--- src/rtl/alu_share_arbiter.sv ---
// Purpose : round-robin share of the nibble-serial ALU between PC sequencer (port 0) and executor (port 1).
// Latency : req sampled in IDLE -> ack next cycle; done after (ALU busy cycles + 1, min 2) RUN cycles + 1.
// Backpr. : a requester holds req with stable args until ack; requests outside IDLE wait at req level.
//
// Ports:
//   clk, rst_n                 clock, synchronous active-low reset
//   req*/nib*/neg*/w1_*/w2_*/pre*  per-port request and operand set
//   ack*, done*                one-cycle pulses: args latched / result valid for that port
//   result                     last completed ALU result, held until next done
//   alu_*                      drive side of the shared ALU (perm, latched operands) and its busy/result

module alu_share_arbiter #(
    parameter int WIDTH = 32,
    parameter int NIBW  = 3
) (
    input  logic             clk,
    input  logic             rst_n,
    input  logic             req0,
    input  logic             req1,
    input  logic [NIBW-1:0]  nib0,
    input  logic [NIBW-1:0]  nib1,
    input  logic             neg0,
    input  logic             neg1,
    input  logic [WIDTH-1:0] w1_0,
    input  logic [WIDTH-1:0] w1_1,
    input  logic [WIDTH-1:0] w2_0,
    input  logic [WIDTH-1:0] w2_1,
    input  logic [WIDTH-1:0] pre0,
    input  logic [WIDTH-1:0] pre1,
    output logic             ack0,
    output logic             ack1,
    output logic             done0,
    output logic             done1,
    output logic [WIDTH-1:0] result,
    output logic             alu_perm_to_count,
    output logic [NIBW-1:0]  alu_nibbles,
    output logic             alu_w2_neg,
    output logic [WIDTH-1:0] alu_w1,
    output logic [WIDTH-1:0] alu_w2,
    output logic [WIDTH-1:0] alu_preinit,
    input  logic             alu_busy,
    input  logic [WIDTH-1:0] alu_result
);

    typedef enum logic [1:0] {
        S_IDLE   = 2'd0,
        S_LAUNCH = 2'd1,
        S_RUN    = 2'd2,
        S_DONE   = 2'd3
    } state_t;

    state_t           state_q,    state_d;
    logic             gnt_q,      gnt_d;
    logic             last_gnt_q, last_gnt_d;
    logic             saw_busy_q, saw_busy_d;
    logic [1:0]       wcnt_q,     wcnt_d;
    logic [NIBW-1:0]  nib_q,      nib_d;
    logic             neg_q,      neg_d;
    logic [WIDTH-1:0] w1_q,       w1_d;
    logic [WIDTH-1:0] w2_q,       w2_d;
    logic [WIDTH-1:0] pre_q,      pre_d;
    logic [WIDTH-1:0] result_q,   result_d;

    always_ff @(posedge clk) begin
        if (!rst_n) begin
            state_q    <= S_IDLE;
            gnt_q      <= 1'b0;
            last_gnt_q <= 1'b1;     // port 0 wins the first contested grant
            saw_busy_q <= 1'b0;
            wcnt_q     <= 2'd0;
            nib_q      <= '0;
            neg_q      <= 1'b0;
            w1_q       <= '0;
            w2_q       <= '0;
            pre_q      <= '0;
            result_q   <= '0;
        end else begin
            state_q    <= state_d;
            gnt_q      <= gnt_d;
            last_gnt_q <= last_gnt_d;
            saw_busy_q <= saw_busy_d;
            wcnt_q     <= wcnt_d;
            nib_q      <= nib_d;
            neg_q      <= neg_d;
            w1_q       <= w1_d;
            w2_q       <= w2_d;
            pre_q      <= pre_d;
            result_q   <= result_d;
        end
    end

    always_comb begin
        state_d           = state_q;
        gnt_d             = gnt_q;
        last_gnt_d        = last_gnt_q;
        saw_busy_d        = saw_busy_q;
        wcnt_d            = wcnt_q;
        nib_d             = nib_q;
        neg_d             = neg_q;
        w1_d              = w1_q;
        w2_d              = w2_q;
        pre_d             = pre_q;
        result_d          = result_q;
        ack0              = 1'b0;
        ack1              = 1'b0;
        done0             = 1'b0;
        done1             = 1'b0;
        alu_perm_to_count = 1'b0;

        case (state_q)
            S_IDLE: begin
                if (req0 || req1) begin
                    // Contested: the port not served last time wins.
                    gnt_d   = (req0 && req1) ? ~last_gnt_q : req1;
                    nib_d   = gnt_d ? nib1 : nib0;
                    neg_d   = gnt_d ? neg1 : neg0;
                    w1_d    = gnt_d ? w1_1 : w1_0;
                    w2_d    = gnt_d ? w2_1 : w2_0;
                    pre_d   = gnt_d ? pre1 : pre0;
                    state_d = S_LAUNCH;
                end
            end
            S_LAUNCH: begin
                ack0              = ~gnt_q;
                ack1              = gnt_q;
                alu_perm_to_count = 1'b1;
                saw_busy_d        = 1'b0;
                wcnt_d            = 2'd0;
                state_d           = S_RUN;
            end
            S_RUN: begin
                alu_perm_to_count = 1'b1;
                if (alu_busy) begin
                    saw_busy_d = 1'b1;
                end
                // Count idle RUN cycles only until the ALU has shown busy.
                if (!saw_busy_q && !alu_busy) begin
                    wcnt_d = wcnt_q + 2'd1;
                end
                // Finish on busy falling, or after two idle cycles when the
                // ALU completed the op without ever raising busy.
                if (!alu_busy && (saw_busy_q || wcnt_q == 2'd1)) begin
                    result_d = alu_result;
                    state_d  = S_DONE;
                end
            end
            S_DONE: begin
                done0      = ~gnt_q;
                done1      = gnt_q;
                last_gnt_d = gnt_q;
                state_d    = S_IDLE;
            end
            default: begin
                state_d = S_IDLE;
            end
        endcase
    end

    assign result      = result_q;
    assign alu_nibbles = nib_q;
    assign alu_w2_neg  = neg_q;
    assign alu_w1      = w1_q;
    assign alu_w2      = w2_q;
    assign alu_preinit = pre_q;

endmodule

--- config.mk ---
export PLATFORM = sky130hd
export DESIGN_NAME = alu_share_arbiter
export DESIGN_NICKNAME = d
export VERILOG_FILES = /design/src/rtl/alu_share_arbiter.sv
export SDC_FILE = /design/constraint.sdc
export NUM_CORES = 1
export LEC_CHECK = 0
export BUFFER_PORTS_ARGS = -buffer_cell sky130_fd_sc_hd__buf_2
export CAP_MARGIN = 0
export CELL_PAD_IN_SITES_DETAIL_PLACEMENT = 1
export CELL_PAD_IN_SITES_GLOBAL_PLACEMENT = 1
export CORE_ASPECT_RATIO = 0.9
export CORE_UTILIZATION = 30
export DETAILED_ROUTE_END_ITERATION = 8
export GPL_ROUTABILITY_DRIVEN = 0
export GPL_TIMING_DRIVEN = 0
export PLACE_DENSITY = 0.82
export SLEW_MARGIN = 40
export SYNTH_ARGS = -nofsm -noshare
export SYNTH_HDL_FRONTEND = slang
export SYNTH_SLANG_ARGS = --single-unit
--- constraint.sdc ---
create_clock -name clk -period 1.8 [get_ports clk]
set_input_delay 0.18 -clock clk [delete_from_list [all_inputs] [get_ports clk]]
set_output_delay 0.18 -clock clk [all_outputs]
set_load 0.02 [all_outputs]
==> results.md <==
* Antenna violations before repair at 1
* Postcts setup bufs at 0
* Unique masters post-synth at 32
* Least-Margin Pin Slew at 0.475 ns
* First-pass GRT wire length at 35200 um
* Post-synth EDFFs at 0
* Top cell type's share of synthesized area at 45.8%
* Root buffer cell: clkbuf_16
* Sequential element share of the synthesized area at 45.8%
* Grt ovf at 0
* Core area at 0.0199 mm^2
* Clock share of power at 26.2%
* Final setup fails at 0
* Drt first-iter violations at 250
* Critical path fanouts, max at 10
* CP bufs+invs at 3
* Final Core Density at 44.4%
* Synth top cells by count: 139 x dfxtp_1, 114 x o21ai_0, 103 x a21oi_1
* Crit path cell chain: inv_1 -> ha_1 -> o21a_1 -> clkbuf_4 -> buf_2 -> o21ai_0 -> a21oi_1
* Cts hold-fix bufs at 0
* Synth async-reset ratio at 0%
* CTS tree: done
* WL final at 23500 um
* Delay-heaviest family, CP: buffers and inverters
* Chip width at 152 um
* Post-Syn Nets at 881
* Leakage at 4.18 nW
* Cell Area, Synth at 0.00608 mm^2
* Layout cells sized above 1 at 43.0%
* DR WL/cell at 18.1 um
* Mapped Cells at 638
* Port bufs at 372
* FP Rows at 49
* Clock skew at 0.00786 ns
* Dpl ws at -0.0306 ns
* Comb power frac at 40.7%
* Dominant synthesized flop cell: dfxtp_1
* Worst stage delay on the critical path at 0.33 ns
* Int Power at 7.79 mW
* DP Area at 0.00826 mm^2
* Top-count cell post-synth: dfxtp_1
* Power Total at 13.3 mW
* Avg Inst Size Synth at 9.52 um^2
* Vias per cell at 4.94
* Unrepaired setup endpoints after global routing: false
* Final Hold Slack at 0.0368 ns
* Layout area overhead at 45.7%
* Post-Layout Cell Count at 1296
* Layout Cell Area excl Fill at 0.00885 mm^2
* Fin. Hold Viols at 0
* DRC violation count after routing at 40
* Final net count at 1272
* Fin crit period at 1.67 ns
* Vias in the first global route at 6542
* Via count at 6401
* Fillers at 2484
* Seq pwr share at 33.1%
* Critical Path End Type: register
* CP required at 2.13 ns
* Worst setup margin at 0.133 ns
* Switching Share at 41.3%
* Bufs on Longest Clock Path at 2
* Die area at 0.0208 mm^2
* Clock sink total at 139
* Pwr dens at 1500 mW/mm^2
* Crit-path slowest cell: dfxtp_1
* Crit share post-route at 92.6%
* Largest net degree at the start of global routing at 17
* Rel. slew slack at 68.3%
* Status: finished, violations left
* First drt pass iteration count at 7
* Max Slew Vio Count at 0
* Hold WC Path Type: input pin to register
* GRT Overall Usage at 21.8%
* Startpoint Class: register
* Post-DP HPWL at 18500 um
* Worst path arrival time at 2.00 ns
* Die height at 137 um
* Worst-path clk slew at 0.06 ns
* Top post-synthesis cells by area: dfxtp_1 46%, mux2i_1 17%, o21ai_0 9.4%
* H-tree levels at 4
* Yosys top cell by area: dfxtp_1
* Placed Cells at 1265
* Number of CTS-inserted buffers at 17
* # diodes at 0
* Initial Util at 30.5%
* Io pins at 374
* Max Clk Rate at 600 MHz
* Setup TNS at 0 ns
* Psw at 5.49 mW
* Post-route ant nets at 0
* Failing checks: DRC
* Worst-Skew Late Latency at 0.42 ns
* Synth warn at 0
* VDD IR-drop max at 0.617 mV
* Critical path type: register to register
* Seq cells post-synth at 139
* Max-cap violations at 0
## area by class of cell
cell class,instances,area [um^2],area share [%]
Inverter,5,18.8,0.212
Tap cell,255,319,3.60
Sequential cell,139,2780,31.4
Clock inverter,13,144,1.63
Multi-Input combinational cell,433,2860,32.3
Clock buffer,18,429,4.85
Buffer,61,442,4.99
Timing Repair Buffer,372,1860,21.0
## per-layer routing
metal	share of wire [%]	global-route usage, %	vias to the layer above
li1	-	-	3091
met1	40	24.7	3056
met2	52	40.1	219
met3	6.6	6.08	35
met4	1.6	6.58	0
met5	0	0	-
## final timing paths
path                            endpoint               startpoint  slack (ns)  depth (start not counted)
min reg2reg       result[7]$_SDFFE_PN0P_   result[7]$_SDFFE_PN0P_        0.47                          2
max          alu_preinit[9]$_SDFFE_PN0P_  state_q[0]$_SDFFE_PN0P_        0.13                          7
min               result[5]$_SDFFE_PN0P_            alu_result[5]        0.04                          3
max reg2reg  alu_preinit[9]$_SDFFE_PN0P_  state_q[0]$_SDFFE_PN0P_        0.13                          7
## registers in the layout, summed over array words and instances (netlist names), 2 cells and up
register and cells:
alu_nibbles 3, alu_preinit 32, alu_w1 32, alu_w2 32, result 32, state_q 2
wcnt_q 2
## power groups by stage
stage / Combinational [mW] / Clock, mW / Sequential [mW]
2_1_floorplan: 2.28 / 0 / 5.39
3_3_place_gp: 5.26 / 0 / 4.39
3_5_place_dp: 5.37 / 0 / 4.43
4_1_cts: 5.42 / 3.56 / 4.39
5_1_grt: 5.87 / 3.69 / 4.49
6_report: 5.41 / 3.48 / 4.40
## layout by cell type (no fill, tap or decap), types with 10 or more instances in the layout
| cell type | count |
|---|---|
| buf_12 | 10 |
| a21boi_1 | 31 |
| a21oi_1 | 103 |
| nand3_1 | 32 |
| o21ai_1 | 20 |
| dfxtp_1 | 139 |
| clkbuf_2 | 12 |
| clkbuf_16 | 17 |
| buf_2 | 388 |
| clkbuf_1 | 20 |
| o21ai_0 | 114 |
| mux2i_1 | 101 |
## kinds of logic (layout without fill, tap and decap cells)
logic type	after synthesis	after routing	share of synthesized area, %
flops	139	139	45.8
compound gates	280	280	25.1
fa+ha+maj	6	6	1.24
simple gates	46	46	3.97
mux	101	101	16.6
buf+inv	66	469	7.21
## tightest hold or removal path: stages
cell	delay, ns
buf_2	0.10
nand3_1	0.07
a21boi_1	0.06
## timing repair
item | CTS | global route
gates cloned | 0 | 0
endpoints found under the setup margin | 55 | 89
resized for setup | 5 | 16
No activity file was read; power rests on OpenSTA's default activity.
